<file path="src/rtl/bch_chien_search_pkg.sv">
// Shared GF(2^m) definitions for the BCH decoder stages.
// Provides field sizes, the field types and the constant multiply helpers.
package bch_chien_search_pkg;

  localparam int m      = 4;
  localparam int k_max  = 5;
  localparam int d      = 7;
  localparam int irrpol = 19;
  localparam int t      = (d - 1) / 2;
  localparam int t2     = 2 * t;
  localparam int N      = (1 << m) - 1;
  localparam int cCNT_W = $clog2(t + 1);
  localparam int cPTR_W = 2;

  typedef logic [m-1:0]      data_t;
  typedef logic [cPTR_W-1:0] ptr_t;
  typedef logic [cCNT_W-1:0] cnt_t;

  typedef enum logic [1:0] {ST_IDLE, ST_LOAD, ST_RUN} state_t;

  // Low m bits of the primitive polynomial; x^m is implied by the shift-out.
  localparam data_t cIRR_LOW = data_t'(irrpol);

  function automatic data_t gf_mult_a_by_b(input data_t a, input data_t b);
    data_t acc;
    data_t sh;
    acc = '0;
    sh  = a;
    for (int i = 0; i < m; i++) begin
      if (b[i]) acc = acc ^ sh;
      sh = {sh[m-2:0], 1'b0} ^ (sh[m-1] ? cIRR_LOW : '0);
    end
    return acc;
  endfunction

  function automatic data_t alpha_pow(input int e);
    data_t r;
    r = data_t'(1);
    for (int i = 0; i < (e % N); i++) r = gf_mult_a_by_b(r, data_t'(2));
    return r;
  endfunction

endpackage

</file>
<file path="src/rtl/bch_chien_cell.sv">
// One Chien term register: loads Lambda_j scaled to the first position,
// then steps by alpha^J on every beat.
module bch_chien_cell
  import bch_chien_search_pkg::*;
#(
  parameter int J        = 0,
  parameter int LOAD_EXP = 1
) (
  input  logic         i_clk,
  input  logic         i_rst_n,
  input  logic         i_clkena,
  input  logic         i_load,
  input  logic         i_step,
  input  logic [m-1:0] i_coef,
  output logic [m-1:0] o_val
);

  localparam data_t cLOAD_K = alpha_pow(J * LOAD_EXP);
  localparam data_t cSTEP_K = alpha_pow(J);

  logic [m-1:0] r_val;

  always_ff @(posedge i_clk or negedge i_rst_n) begin
    if (!i_rst_n) begin
      r_val <= '0;
    end else if (i_clkena) begin
      if (i_load)      r_val <= gf_mult_a_by_b(i_coef, cLOAD_K);
      else if (i_step) r_val <= gf_mult_a_by_b(r_val, cSTEP_K);
    end
  end

  assign o_val = r_val;

endmodule

</file>
<file path="src/rtl/bch_chien_search.sv">
// Serial Chien search: one codeword position per beat from p=n-1 down to 0,
// with a one-deep shadow buffer so frames can stream with a single bubble.
module bch_chien_search
  import bch_chien_search_pkg::*;
#(
  parameter int n = N
) (
  input  logic              iclk,
  input  logic              ireset,
  input  logic              iclkena,
  input  logic              iloc_poly_val,
  input  logic [m-1:0]      iloc_poly [0:t],
  input  logic [cPTR_W-1:0] iloc_poly_ptr,
  output logic              oval,
  output logic              osop,
  output logic              oeop,
  output logic              oerr,
  output logic [cPTR_W-1:0] optr,
  output logic [cCNT_W-1:0] oerr_num,
  output logic              odecfail,
  output logic              ooverflow
);

  localparam int                 cBEAT_W    = $clog2(n + 1);
  localparam logic [cBEAT_W-1:0] cBEAT_LAST = cBEAT_W'(n - 1);
  localparam cnt_t               cT_CNT     = cnt_t'(t);

  state_t             r_state;
  state_t             w_state_next;
  data_t              r_wrk_poly [0:t];
  data_t              r_sh_poly  [0:t];
  ptr_t               r_wrk_ptr;
  ptr_t               r_sh_ptr;
  ptr_t               r_ptr;
  logic               r_sh_vld;
  logic               r_ovf;
  logic               r_lam0_zero;
  cnt_t               r_cnt;
  cnt_t               r_deg;
  cnt_t               w_deg;
  cnt_t               w_cnt_next;
  logic [cBEAT_W-1:0] r_beat;
  logic               w_run;
  logic               w_load;
  logic               w_last;
  logic               w_wrk_from_in;
  logic               w_wrk_from_sh;
  logic               w_sh_from_in;
  logic               w_sh_clr;
  logic               w_ovf_set;
  data_t              w_cell [0:t];
  data_t              w_acc  [0:t+1];

  assign w_run  = (r_state == ST_RUN);
  assign w_load = (r_state == ST_LOAD);
  assign w_last = w_run && (r_beat == '0);

  always_ff @(posedge iclk or negedge ireset) begin
    if (!ireset)      r_state <= ST_IDLE;
    else if (iclkena) r_state <= w_state_next;
  end

  // A strobe on the last beat is routed like a shadow load and consumed at once.
  always_comb begin
    w_state_next  = r_state;
    w_wrk_from_in = 1'b0;
    w_wrk_from_sh = 1'b0;
    w_sh_from_in  = 1'b0;
    w_sh_clr      = 1'b0;
    w_ovf_set     = 1'b0;
    case (r_state)
      ST_IDLE: begin
        if (iloc_poly_val) begin
          w_state_next  = ST_LOAD;
          w_wrk_from_in = 1'b1;
        end
      end
      ST_LOAD: begin
        w_state_next = ST_RUN;
        if (iloc_poly_val) begin
          if (r_sh_vld) w_ovf_set    = 1'b1;
          else          w_sh_from_in = 1'b1;
        end
      end
      ST_RUN: begin
        if (w_last) begin
          if (r_sh_vld) begin
            w_state_next  = ST_LOAD;
            w_wrk_from_sh = 1'b1;
            if (iloc_poly_val) w_sh_from_in = 1'b1;
            else               w_sh_clr     = 1'b1;
          end else if (iloc_poly_val) begin
            w_state_next  = ST_LOAD;
            w_wrk_from_in = 1'b1;
          end else begin
            w_state_next = ST_IDLE;
          end
        end else if (iloc_poly_val) begin
          if (r_sh_vld) w_ovf_set    = 1'b1;
          else          w_sh_from_in = 1'b1;
        end
      end
      default: w_state_next = ST_IDLE;
    endcase
  end

  always_comb begin
    w_deg = '0;
    for (int j = 1; j <= t; j++) begin
      if (r_wrk_poly[j] != '0) w_deg = cnt_t'(j);
    end
  end

  always_ff @(posedge iclk or negedge ireset) begin
    if (!ireset) begin
      for (int j = 0; j <= t; j++) begin
        r_wrk_poly[j] <= '0;
        r_sh_poly[j]  <= '0;
      end
      r_wrk_ptr   <= '0;
      r_sh_ptr    <= '0;
      r_sh_vld    <= 1'b0;
      r_ovf       <= 1'b0;
      r_ptr       <= '0;
      r_deg       <= '0;
      r_lam0_zero <= 1'b0;
      r_cnt       <= '0;
      r_beat      <= '0;
    end else if (iclkena) begin
      if (w_wrk_from_in) begin
        r_wrk_poly <= iloc_poly;
        r_wrk_ptr  <= iloc_poly_ptr;
      end else if (w_wrk_from_sh) begin
        r_wrk_poly <= r_sh_poly;
        r_wrk_ptr  <= r_sh_ptr;
      end
      if (w_sh_from_in) begin
        r_sh_poly <= iloc_poly;
        r_sh_ptr  <= iloc_poly_ptr;
        r_sh_vld  <= 1'b1;
      end else if (w_sh_clr) begin
        r_sh_vld <= 1'b0;
      end
      if (w_ovf_set) r_ovf <= 1'b1;
      if (w_load) begin
        r_ptr       <= r_wrk_ptr;
        r_deg       <= w_deg;
        r_lam0_zero <= (r_wrk_poly[0] == '0);
        r_cnt       <= '0;
        r_beat      <= cBEAT_LAST;
      end else if (w_run) begin
        r_cnt <= w_cnt_next;
        if (!w_last) r_beat <= r_beat - 1'b1;
      end
    end
  end

  assign w_acc[0] = '0;

  for (genvar gi = 0; gi <= t; gi++) begin : g_cell
    bch_chien_cell #(
      .J        (gi),
      .LOAD_EXP (N - n + 1)
    ) u_cell (
      .i_clk    (iclk),
      .i_rst_n  (ireset),
      .i_clkena (iclkena),
      .i_load   (w_load),
      .i_step   (w_run),
      .i_coef   (r_wrk_poly[gi]),
      .o_val    (w_cell[gi])
    );
    assign w_acc[gi+1] = w_acc[gi] ^ w_cell[gi];
  end

  // Count includes the current beat so the final value is ready on oeop.
  assign w_cnt_next = (oerr && (r_cnt != cT_CNT)) ? r_cnt + 1'b1 : r_cnt;

  assign oval      = w_run;
  assign osop      = w_run && (r_beat == cBEAT_LAST);
  assign oeop      = w_last;
  assign oerr      = w_run && (w_acc[t+1] == '0);
  assign optr      = w_run ? r_ptr : '0;
  assign oerr_num  = w_last ? w_cnt_next : '0;
  assign odecfail  = w_last && (r_lam0_zero || (w_cnt_next != r_deg));
  assign ooverflow = r_ovf;

endmodule

</file>
<file path="config.mk">
export PLATFORM = sky130hd
export DESIGN_NAME = bch_chien_search
export DESIGN_NICKNAME = d
export VERILOG_FILES = /design/src/rtl/bch_chien_search_pkg.sv /design/src/rtl/bch_chien_cell.sv /design/src/rtl/bch_chien_search.sv
export SDC_FILE = /design/constraint.sdc
export NUM_CORES = 1
export LEC_CHECK = 0
export ABC_CLOCK_PERIOD_IN_PS = 3000
export BUFFER_PORTS_ARGS = -buffer_cell sky130_fd_sc_hd__buf_2
export CORE_UTILIZATION = 45
export CTS_BUF_LIST = sky130_fd_sc_hd__clkbuf_2
export DETAILED_ROUTE_END_ITERATION = 7
export SYNTH_ARGS = -nofsm -noshare
export SYNTH_HDL_FRONTEND = slang
export SYNTH_SLANG_ARGS = --single-unit
export TNS_END_PERCENT = 1
</file>
<file path="constraint.sdc">
create_clock -name iclk -period 3 [get_ports iclk]
set_input_delay 0.3 -clock iclk [delete_from_list [all_inputs] [get_ports iclk]]
set_output_delay 0.3 -clock iclk [all_outputs]
set_load 0.005 [all_outputs]
</file>
# Yosys cells after proc, flatten, opt, wreduce, memory -nomap -nowiden
# Index checks and enable logic that the tools add are counted.
op_classes:
  addsub: 2
  muxes: 59
  n_bitwise: 15
  eq_ne: 8
  n_reduce_logical: 24
op_table:
  columns: ["operator", "n"]
  rows:
  - ["4-bit bitwise XOR", 15]
  - ["2-bit 2-to-1 mux", 23]
  - ["4-bit 2-to-1 mux", 9]
  - ["16-bit 2-to-1 mux", 2]
  - ["1-bit 2-to-1 mux", 21]
  - ["4-bit zero test", 3]
  - ["2-bit AND reduction", 6]
  - ["4-bit nonzero test", 3]
  - ["1-bit one-hot mux with 2 select lines", 3]
  - ["2-bit one-hot mux with 3 select lines", 1]
  - ["3-bit AND reduction", 2]
  - ["2-bit nonzero test", 3]
  - ["1-bit logical AND", 5]
  - ["4-bit == test, second input constant", 1]
  - ["2-bit by 1-bit inequality test with 1-bit output, second input constant", 2]
  - ["2-bit inequality test, second input constant", 2]
  - ["4-bit by 1-bit subtractor with 4-bit output, second input constant", 1]
  - ["2-bit by 1-bit adder with 2-bit output, second input constant", 1]
  - ["2-bit by 1-bit == test with 1-bit output, second input constant", 1]
  - ["2-bit == test, second input constant", 1]
  - ["2-bit zero test", 1]
  - ["2-bit inequality test", 1]
  - ["1-bit logical OR", 1]
word_totals:
  reg_bits: 67
  out_inout_bits: 10
  wordCells: 130

# Logic depth before layout (Yosys ltp)
# Gate-level depths: netlist (run 1).
logic_depth:
  word_depth: 10
  mapped_depth: 12
  ltp_nobuf: 9

# By module
# A second synthesis (run 1) with hierarchy kept.
unflattened:
  cells_unflattened: 319
  area_unflattened_um2: 3459.6
modules_own_cells:
  columns: ["mod", "n_inst", "area_per_inst_um2", "cells_per_inst", "seq_area_each_um2"]
  rows:
  - ["bch_chien_search", 1, 2566.2, 231, 1276.2]
  - ["bch_chien_cell at g_cell[2].u_cell", 1, 264.0, 28, 100.1]
  - ["bch_chien_cell at g_cell[3].u_cell", 1, 254.0, 29, 100.1]
  - ["bch_chien_cell at g_cell[1].u_cell", 1, 209.0, 22, 100.1]
  - ["bch_chien_cell at g_cell[0].u_cell", 1, 166.4, 9, 100.1]

# Least setup slack after synthesis (run 1)
# No wires, ideal clock.
synth_path:
  kind: "register -> register"
  startpoint: "register r_state[0]"
  endpoint: "register r_wrk_poly[10] (netlist name)"
  slack_ps: 864
  t_arrival_ps: 2004
  path_buffers: 3
  setup_time_ps: 132
  period_less_slack_ps: 2136
  path_stages_with_launch: 11
  t_required_ps: 2868
  path_cell_list: "dfrtp_1 -> inv_1 -> ha_1 -> nand2_1 -> nor2_1 -> o21ai_1 -> buf_2 -> a21bo_1 -> clkbuf_1 -> clkbuf_1 -> o21ai_1"
synth_between:
  elab_chain_cells: 6
  elab_cells_between_ends: 10
  classes_between: "eq/ne (1); mux (5); reduce/logical (4)"
synth_lines:
  columns: ["item", "line_no", "text"]
  rows:
  - ["start: declaration", "bch_chien_search.sv:28", "state_t r_state;"]
  - ["start signal: assignment", "bch_chien_search.sv:60", "else if (iclkena) r_state <= w_state_next;"]
  - ["2-bit == test (*)", "bch_chien_search.sv:54", "assign w_run = (r_state == ST_RUN);"]
  - ["via oval", "bch_chien_search.sv:14", "output logic oval,"]
  - ["1-bit logical AND", "bch_chien_search.sv:56", "assign w_last = w_run && (r_beat == '0);"]
  - ["1-bit 2-to-1 mux", "bch_chien_search.sv:86", "if (w_last) begin"]
  - ["1-bit one-hot mux with 2 select lines or 1-bit 2-to-1 mux (tied branches)", "bch_chien_search.sv:71", "case (r_state)"]
  - ["2-bit nonzero test (no source line)", null, null]
  - ["2-bit AND reduction (no source line)", null, null]
  - ["end signal: assignment", "bch_chien_search.sv:131", "r_wrk_poly <= iloc_poly;"]
  - ["end signal: assignment", "bch_chien_search.sv:134", "r_wrk_poly <= r_sh_poly;"]
  - ["end: declaration", "bch_chien_search.sv:30", "data_t r_wrk_poly [0:t];"]
# The timed path passes the listed nets; every way through them passes the cells marked *.
# A chain may end at the register's enable or synchronous reset.

# Worst setup path after layout (run 1)
layout_path:
  startpoint: "register g_cell[2].u_cell.r_val[2]"
  endpoint: "output odecfail"
layout_between:
  elab_chain_cells: 9
layout_lines:
  columns: ["item", "line_no", "text"]
  rows:
  - ["start: declaration", "bch_chien_cell.sv:21", "logic [m-1:0] r_val;"]
  - ["start signal: assignment", "bch_chien_cell.sv:27", "if (i_load) r_val <= gf_mult_a_by_b(i_coef, cLOAD_K);"]
  - ["start signal: assignment", "bch_chien_cell.sv:28", "else if (i_step) r_val <= gf_mult_a_by_b(r_val, cSTEP_K);"]
  - ["4-bit bitwise XOR (2 in a row)", "bch_chien_search.sv:173", "assign w_acc[gi+1] = w_acc[gi] ^ w_cell[gi];"]
  - ["4-bit zero test", "bch_chien_search.sv:182", "assign oerr = w_run && (w_acc[t+1] == '0);"]
  - ["1-bit logical AND", "bch_chien_search.sv:182", null]
  - ["1-bit logical AND", "bch_chien_search.sv:177", "assign w_cnt_next = (oerr && (r_cnt != cT_CNT)) ? r_cnt + 1'b1 : r_cnt;"]
  - ["2-bit 2-to-1 mux", "bch_chien_search.sv:177", null]
  - ["2-bit inequality test", "bch_chien_search.sv:185", "assign odecfail = w_last && (r_lam0_zero || (w_cnt_next != r_deg));"]
  - ["1-bit logical OR", "bch_chien_search.sv:185", null]
  - ["1-bit logical AND", "bch_chien_search.sv:185", null]
  - ["end: declaration", "bch_chien_search.sv:20", "output logic odecfail,"]
# Every way passes these cells.

==> results.md, run 1 <==
- Chip height: approximately 88 µm
- Most frequent cells after synthesis: 67 x dfrtp_1, 41 x nand2_1, 28 x o21ai_0
- Number of global-route vias before repair: 2,145
- Final wirelength: 6.15 mm
- Worst setup SP type: flop
- Multi-input gate area: 1590 µm²
- Total track usage: 0.178
- Max-slew violations: 0
- Final Setup Violations: 0
- Seq/Total Area, Yosys: 0.502
- Ant. Diodes: 0
- Top Ports: 32
- Drt pass-1 iters: 4
- Max FO, Critical Path: 4
- RePlAce Congestion: 0.829
- Worst rel slew slack: 0.390
- Minimum hold slack: 54.2 ps
- Die Area: just under 8000 µm²
- CP Capture Type: primary output
- TritonCTS clock tree: yes
- RSZ-0062 raised after global routing: no
- Synth area leaders: dfrtp_1 50%, mux2i_1 7.2%, mux2_2 5.7%, nand2_1 4.6%, o21ai_0 4.2%
- Synth Warn #: 0
- Die Wd: 88.2 µm
- Cell area power density: around 1000 nW/µm²
- Largest net degree at the start of global routing: 37
- Worst EP required: 2700 ps
- Final instance count without filler cells: 450
- Routed via count: 2,255
- P_leak: about 0.0019 µW
- Antenna violations before repair: 0
- Period utilization: 0.940
- Synth Flop Type: dfrtp_1
- Layout Nets: 378
- Hold Violations, Final: 0
- TritonCTS Sinks: 67
- Layout cells sized above 1: 0.211
- Post-synth top area cell: dfrtp_1
- Clock Path Buffers: 2
- Post-synth EDFFs: 0
- Root buf cell: clkbuf_2
- # rows: 31
- Share of the synthesized area in the top cell type: 0.502
- Post-detail-place hpwl: 4.46 mm
- Register area: between 1500 and 2000 µm²
- Area of the mapped netlist: about 3300 µm²
- Placed Instance Area: 3620 µm²
- Clk_lat worst skew: 480 ps
- Routed len/inst: 13.7 µm
- Port Buf Inserts: 31
- Number of fill cells: 664
- Count leader, synth: dfrtp_1
- Area growth syn-to-layout: 14.1%
- Maximum VDD drop: 0.000390 V
- Status: completed
- Synth Area per Inst: between 10 and 15 µm²
- Design Area, Final: 3810 µm²
- PnR Total Power: about 3800 µW
- Min-delay worst type: primary input to flop
- Placed Cells: 433
- Grt ovf: 0
- Initial DRC Count: 135
- Yosys cell types: 38
- Arrival @ worst endpoint: 2520 ps
- First-pass GRT wire length: 10.3 mm
- Vias/cell: 5.01
- Tightest Pin Transition: 916 ps
- Fin crit period: 2820 ps
- Synth Net Count: 343
- FF+latch count, synth: 67
- Core Region: 7210 µm²
- Antenna viol nets, final: 0
- Postcts setup bufs: 0
- Clock buffer count from CTS: 9
- DR DRC count: 0
- Clock Skew: 27.6 ps
- Total Neg Setup Slack: 0 ps
- Initial Utilization: 0.463
- Max-cap violation count: 0
- # H-tree levels: 3
- Cells after synthesis: 311
- Critical path type: flop to primary output
- Reg clk slew, reported paths: 170 ps
- Async SR Flop Fraction: 1.00
- Maximum clock rate: 355 MHz
-- where the power goes --
group          internal [µW]  switching (µW)
clock                    350             312
sequential              1290             316
combinational            731             797
total                   2380            1420
-- placed cells by master, fill, tap and decap left out, types with 6 or more instances in the layout --
master,instances
clkbuf_2,9
xor2_1,8
nand2_1,41
buf_4,6
buf_2,31
nor2_1,17
xnor2_1,13
mux2i_1,24
o21ai_0,28
inv_1,10
o21ai_1,14
mux2_2,17
mux2_1,9
ha_1,10
dfrtp_1,67
-- flip-flops by register name, indices dropped and copies added, names as in the netlist, 2 cells and up --
name and flops:
r_state 2, r_sh_ptr 2, r_sh_poly 16, r_beat 4, r_wrk_ptr 2, r_cnt 2
r_wrk_poly 16, r_deg 2, g_cell.u_cell.o_val 16, r_ptr 2
-- per-layer routing --
layer | wire length [µm] | share of wire | global-route usage | up-vias
li1 | - | - | - | 1141
met3 | 200 | 0.033 | 0.0292 | 11
met2 | 2700 | 0.44 | 0.251 | 40
met5 | 0 | 0 | 0 | -
met4 | 104 | 0.017 | 0.0836 | 0
met1 | 3140 | 0.51 | 0.266 | 1063
-- repair_timing --
action / 4_1_cts / 5_1_grt
gates resized for setup: 0 / 3
hold buffers: 1 / 0
endpoints found under the hold margin: 31 / 0
setup endpoints to repair: 0 / 1
-- path summary, 6_finish.rpt --
| path | from | to | slack, ps | cells past startpoint |
|---|---|---|---|---|
| worst min register to register | ooverflow | ooverflow | 500 | 1 |
| max in group asynchronous | ireset | r_state[1] | 1950 | 3 |
| worst max register to register | r_beat[0] | r_wrk_poly[0] | 600 | 8 |
| worst max-delay path | g_cell[2].u_cell.o_val[2] | odecfail | 180 | 8 |
| worst min-delay path | iloc_poly[3] | r_sh_poly[3] | 50 | 2 |
| min in group asynchronous | ireset | r_sh_poly[3] | 410 | 2 |
-- kinds of logic after synthesis --
| logic type | count (synthesis) | share of synthesized area |
|---|---|---|
| buffers and inverters | 25 | 0.0303 |
| multiplexers | 51 | 0.166 |
| flip-flops | 67 | 0.502 |
| adder cells (fa/ha/maj) | 10 | 0.0375 |
| AND/OR/NAND/NOR | 77 | 0.106 |
| AO/OA/AOI/OAI | 59 | 0.100 |
| XOR/XNOR | 22 | 0.0577 |
-- worst max-delay path, stage by stage (launching register included) --
cell	delay, ps
dfrtp_1	470
xor2_1	190
xnor2_1	170
nor4_4	370
nand3b_4	160
xor2_2	180
xnor2_1	130
o31a_1	270
buf_2	130
-- cell type report --
type | instances | share of cell area
Multi-Input combinational cell | 219 | 0.418
Tap cell | 99 | 0.0325
Timing Repair Buffer | 39 | 0.0604
Clock inverter | 7 | 0.0279
Sequential cell | 67 | 0.440
Inverter | 10 | 0.00985
Clock buffer | 9 | 0.0118
-- metrics by stage --
step | utilization | setup slack [ps]
6_report | 0.528 | 181
5_1_grt | 0.528 | 25.9
4_1_cts | 0.525 | 29.0
3_5_place_dp | 0.502 | 594
3_3_place_gp | 0.502 | 572
2_1_floorplan | - | 864
Power figures use the tool's default switching activity.
==> inputs of run 2 (changes only) <==
--- a/config.mk
+++ b/config.mk
@@ -5,7 +5,7 @@
 export SDC_FILE = /design/constraint.sdc
 export NUM_CORES = 1
 export LEC_CHECK = 0
-export ABC_CLOCK_PERIOD_IN_PS = 3000
+export ABC_CLOCK_PERIOD_IN_PS = 2800
 export BUFFER_PORTS_ARGS = -buffer_cell sky130_fd_sc_hd__buf_2
 export CORE_UTILIZATION = 45
 export CTS_BUF_LIST = sky130_fd_sc_hd__clkbuf_2
==> constraint.sdc (replaced) <==
create_clock -name iclk -period 2.8 [get_ports iclk]
set_input_delay 0.28 -clock iclk [delete_from_list [all_inputs] [get_ports iclk]]
set_output_delay 0.28 -clock iclk [all_outputs]
set_load 0.005 [all_outputs]
==> results.md, run 2 (same netlist as run 1, synthesis figures left out) <==
- First-pass GRT wire length: 10.8 mm
- Arrival @ worst endpoint: about 2500 ps
- RePlAce Congestion: 0.759
- Chip height: 88.2 µm
- Ant. Diodes: 0
- Most common cell after layout, fill and taps aside: dfrtp_1
- Clock buffer count from CTS: 9
- Antenna violations before repair: 0
- RSZ-0062 raised after global routing: yes
- Initial Utilization: 0.463
- Clk_lat worst skew: 500 ps
- Largest net degree at the start of global routing: 47
- Worst rel slew slack: 0.318
- CP Capture Type: primary output
- Worst EP required: 2520 ps
- Hold Path Stages: 2
- Worst setup SP type: flop
- Critical path type: flop to primary output
- Failing checks: negative setup slack
- Maximum VDD drop: 0.000488 V
- P_leak: 0.00193 µW
- Clock Path Buffers: 2
- Depth of the most critical reg-to-reg path: 8
- Setup slack after layout: -15.8 ps
- Final Setup Violations: 1
- Layout cells sized above 1: 0.223
- Layout Nets: about 400
- Max-slew violations: 0
- TritonCTS Sinks: 67
- Status: finished with violations
- Min-delay worst type: primary input to flop
- Period utilization: 1.01
- Die Area: 7770 µm²
- # rows: 31
- Drt pass-1 iters: 4
- Vias/cell: between 4 and 5
- Maximum clock rate: 355 MHz
- Cell area power density: 1020 nW/µm²
- Max FO, Critical Path: 4
- Most frequent cells in the layout: 66 x dfrtp_1, 41 x nand2_1, 31 x buf_2
- Post-detail-place hpwl: 4.55 mm
- Final wirelength: 6.48 mm
- Initial DRC Count: 140
- Grt ovf: 0
- Design Area, Final: between 3000 and 4000 µm²
- Routed len/inst: 13.9 µm
- Final instance count without filler cells: 467
- Place WS: ~520 ps
- Placed Instance Area: 3620 µm²
- Routed via count: roughly 2.3k
- DR DRC count: 0
- Hold Violations, Final: 0
- Max-cap violation count: 0
- Port Buf Inserts: 31
- Number of global-route vias before repair: 2,228
- TritonCTS clock tree: yes
- Core Region: roughly 7200 µm²
- # H-tree levels: 3
- Tightest Pin Transition: 1020 ps
- Clock Skew: 41.3 ps
- Antenna viol nets, final: 0
- Die Wd: 88.2 µm
- Placed Cells: 433
- Area growth syn-to-layout: 18.3%
- Reg clk slew, reported paths: roughly 200 ps
- Fin crit period: 2820 ps
- Total track usage: 0.186
- Root buf cell: clkbuf_2
- Top Ports: 32
[run 2: changes by cell type in the layout (fill, tap and decap cells not counted), moves of 2 or more]
| cell | before | now |
|---|---|---|
| clkinv_2 | 1 | 3 |
| dlygate4sd3_1 | 1 | 15 |
| clkinv_4 | 0 | 2 |
| buf_4 | 6 | 9 |
| clkinv_1 | 3 | 0 |
[run 2: final cells by class]
class                           count  area, µm²
Fill cell                         661       3260
Sequential cell                    67       1680
Multi-Input combinational cell    219       1580
Timing Repair Buffer               56        393
Tap cell                           99        124
Clock inverter                      7       92.6
Clock buffer                        9       45.0
Inverter                           10       37.5
[run 2: metrics by stage]
step / utilization / hold WS, ps / setup TNS, ps / power (µW)
CTS: 0.543 / 4.48 / -11.2 / 4040
global placement: 0.502 / 458 / 0 / 3310
floorplan: - / -15.6 / 0 / 2920
detailed placement: 0.502 / 475 / 0 / 3360
finish: 0.548 / 34.0 / -15.8 / 4030
global route: 0.548 / 2.03 / -152 / 4350
[run 2: what timing repair did]
item / 4_1_cts / 5_1_grt
endpoints found under the setup margin: 1 / 1
pin swaps: 1 / 1
hold endpoints to repair: 57 / 1
resized for setup: 1 / 2
hold buffers: 14 / 1
cloned: 0 / 0
buffers inserted: 1 / 2
[run 2: final timing paths]
path                                            from      endpoint  slack, ps
max                        g_cell[2].u_cell.o_val[2]      odecfail        -20
max reg2reg                                r_beat[0]  r_sh_poly[1]        510
min                                 iloc_poly_ptr[1]   r_sh_ptr[1]         30
max in group asynchronous                     ireset  r_sh_poly[2]       1530
min in group asynchronous                     ireset      r_deg[1]        470
min reg2reg                             r_sh_poly[7]  r_sh_poly[7]        510
[run 2: power by group]
part	leakage, µW	switching, µW	total [µW]	internal, µW
clock	0.0000856	362	656	295
combinational	0.00100	839	1640	804
sequential	0.000836	342	1730	1390
[run 2: worst max-delay path, stage by stage (launching register included)]
cell      delay, ps
dfrtp_2         490
xor2_1          180
xnor2_1         150
nor4_2          320
nand3b_2        200
mux2i_4         250
xnor2_1         130
o31a_1          230
buf_2           120
[run 2: metal layers]
metal	wire length, µm	GRT usage	part of all wire
met1	3370	0.272	0.52
met2	2860	0.276	0.44
met3	158	0.0311	0.024
met4	90	0.0748	0.014
met5	0	0	0
==> inputs of run 3 (changes only) <==
--- a/config.mk
+++ b/config.mk
@@ -5,6 +5,7 @@
 export SDC_FILE = /design/constraint.sdc
 export NUM_CORES = 1
 export LEC_CHECK = 0
+export ABC_AREA = 1
 export ABC_CLOCK_PERIOD_IN_PS = 2800
 export BUFFER_PORTS_ARGS = -buffer_cell sky130_fd_sc_hd__buf_2
 export CORE_UTILIZATION = 45
==> results.md, run 3 <==
- Crit-path cells: inv_2 > ha_4 > inv_2 > nor2_4 > nand2_2 > nor2_4 > nand3_2 > nand2_2 > nand2_1 > nand2_1 > nand2_1 > nor2_1 > nor2_1 > buf_2
- Buf/Inv on CP: 3
- Number of global-route vias before repair: 2,710
- Initial DRC Count: 175
- RR Startpoint: r_beat[0]
- Core Region: 7770 µm²
- Die Wd: between 90 and 100 µm
- Final instance count without filler cells: between 500 and 600
- TritonCTS Sinks: 67
- Share of the synthesized area in the top cell type: 0.463
- Hold Violations, Final: 0
- Count leader, synth: nand2_1
- Area of the mapped netlist: 3620 µm²
- Arrival @ worst endpoint: 2320 ps
- Cell family with most CP delay: simple AND/OR/NAND/NOR gates
- Critical Path Source: r_state[0]
- WL met3: 210 µm
- Slowest cell on the critical path: dfrtp_1
- Fin crit period: about 2600 ps
- RePlAce Congestion: 0.810
- Routed via count: around 2.8k
- Most frequent cells after synthesis: 99 x nand2_1, 67 x dfrtp_1, 64 x inv_1
- Minimum hold slack: 18.2 ps
- Final wirelength: 7.70 mm
- Post-synth top area cell: dfrtp_1
- Met1 WL: 3.98 mm
- Vias/cell: 4.93
- First-pass GRT wire length: 13.2 mm
- Synth Warn #: 0
- Maximum clock rate: ~380 MHz
- Placed Cells: 544
- Async SR Flop Fraction: 1.00
- Period utilization: 0.930
- Chip height: 91.7 µm
- Cells after synthesis: 418
- Routed len/inst: 13.4 µm
- Cell area power density: 955 nW/µm²
- Post-detail-place hpwl: about 5.4 mm
- Synth area leaders: dfrtp_1 46%, nand2_1 10%, inv_1 6.6%, o211ai_2 4.5%, o21ai_1 3.6%
- Final Setup Violations: 0
- Reg clk slew, reported paths: 200 ps
- Max-cap violation count: 0
- Largest net degree at the start of global routing: 44
- Max-slew violations: 0
- Grt ovf: 0
- Layout cells sized above 1: 0.217
- P_leak: 0.00207 µW
- Antenna viol nets, final: 0
- Area growth syn-to-layout: 16.4%
- Antenna violations before repair: 0
- Most common cell after layout, fill and taps aside: nand2_1
- Tightest Pin Transition: 861 ps
- CP Capture Type: primary output
- DR DRC count: 0
- Die Area: between 8000 and 9000 µm²
- Worst EP required: roughly 2500 ps
- Ant. Diodes: 0
- # rows: 32
- Top Ports: 32
- Status: completed
- Levels on crit path: 14
- Min-delay worst type: primary input to flop
- Hold Path Stages: 3
- Clock Path Buffers: 2
- Post-synth EDFFs: 0
- Max FO, Critical Path: 6
- Total track usage: 0.202
- Yosys cell types: 36
- Largest stage delay, worst path: 450 ps
- Port Buf Inserts: 31
- TritonCTS clock tree: yes
- Root buf cell: clkbuf_2
- Critical path type: flop to primary output
- Cell mode on critical path: nand2_1
- Synth Net Count: 450
- Seq/Total Area, Yosys: 0.463
- Most frequent cells in the layout: 97 x nand2_1, 67 x dfrtp_1, 63 x inv_1
- Depth of the most critical reg-to-reg path: 10
- Top layer in use: met4
- Drt pass-1 iters: 4
- Worst setup SP type: flop
- Clk_lat worst skew: 510 ps
- # H-tree levels: 3
- Initial Utilization: 0.466
- Metal2 WL: about 3.4 mm
- Synth Flop Type: dfrtp_1
- Clock buffer count from CTS: 9
- Layout Nets: 501
- Maximum VDD drop: 0.000368 V
- Hold_sp: iloc_poly[11]
- Clock Skew: 22.5 ps
- FF+latch count, synth: 67
- Worst rel slew slack: 0.424
- Number of fill cells: 721
- Synth Area per Inst: slightly below 9 µm²
==> run 3: changes by cell type in the layout (fill, tap and decap cells not counted), sizes merged, moves of 4 or more <==
cell    before  now
nand3        2   13
xor2         9    3
inv         10   72
o221ai       0   12
o211ai       1   13
nand4        0    5
and2         4    0
nand2       41  100
mux2        26    0
mux2i       25    0
o21ai       43   54
nor2        17   26
==> run 3: worst paths after layout <==
kind,endpoint,slack (ps)
max in group asynchronous,g_cell[1].u_cell.o_val[0],1860
min in group asynchronous,r_sh_poly[14],280
worst max-delay path,odecfail,200
worst max register to register,r_sh_poly[1],630
worst min register to register,ooverflow,500
worst min-delay path,r_sh_poly[11],20
==> run 3: area by class of cell <==
| type | count | area, µm² | share of cell area |
|---|---|---|---|
| sequential | 67 | 1680 | 0.398 |
| timing repair buffer | 53 | 378 | 0.0897 |
| tap | 102 | 128 | 0.0303 |
| inverter | 73 | 274 | 0.0650 |
| clock inverter | 7 | 92.6 | 0.0220 |
| clock buffer | 9 | 45.0 | 0.0107 |
| multi-input combinational | 265 | 1620 | 0.384 |
==> run 3: per-layer routing <==
metal | vias to the layer above | global-route usage
li1 | 1449 | -
met1 | 1333 | 0.289
met2 | 48 | 0.310
met3 | 11 | 0.0274
met4 | 0 | 0.0807
met5 | - | 0
==> run 3: through the flow <==
step           setup slack, ps  power [µW]  area (µm²)  setup TNS [ps]  utilization
5_1_grt                  -18.1        4360        4210           -18.1        0.542
3_5_place_dp               442        3320        3890               0        0.501
3_3_place_gp               461        3280        3890               0        0.501
2_1_floorplan              916        2880        3620               0            -
4_1_cts                  0.952        4010        4170               0        0.537
6_report                   196        4020        4210               0        0.542
==> run 3: logic make-up after synthesis <==
logic type,Yosys count,share of synthesized area
buf+inv,86,0.0975
compound gates,93,0.193
xor+xnor,15,0.0363
simple gates,147,0.175
fa+ha+maj,10,0.0346
flops,67,0.463
==> run 3: tightest hold or removal path, stage by stage <==
cell,delay (ps)
buf_2,110
nor2_1,90
a21oi_1,40
==> run 3: power by group <==
part           internal [µW]  switching, µW
clock                    292            377
combinational            684           1060
sequential              1330            284
==> run 3: timing repair <==
action,CTS,global route
resized for setup,2,6
buffers inserted,0,3
pin swaps,0,3
endpoints found under the setup margin,1,1
hold endpoints to repair,36,0
hold buffers,13,0
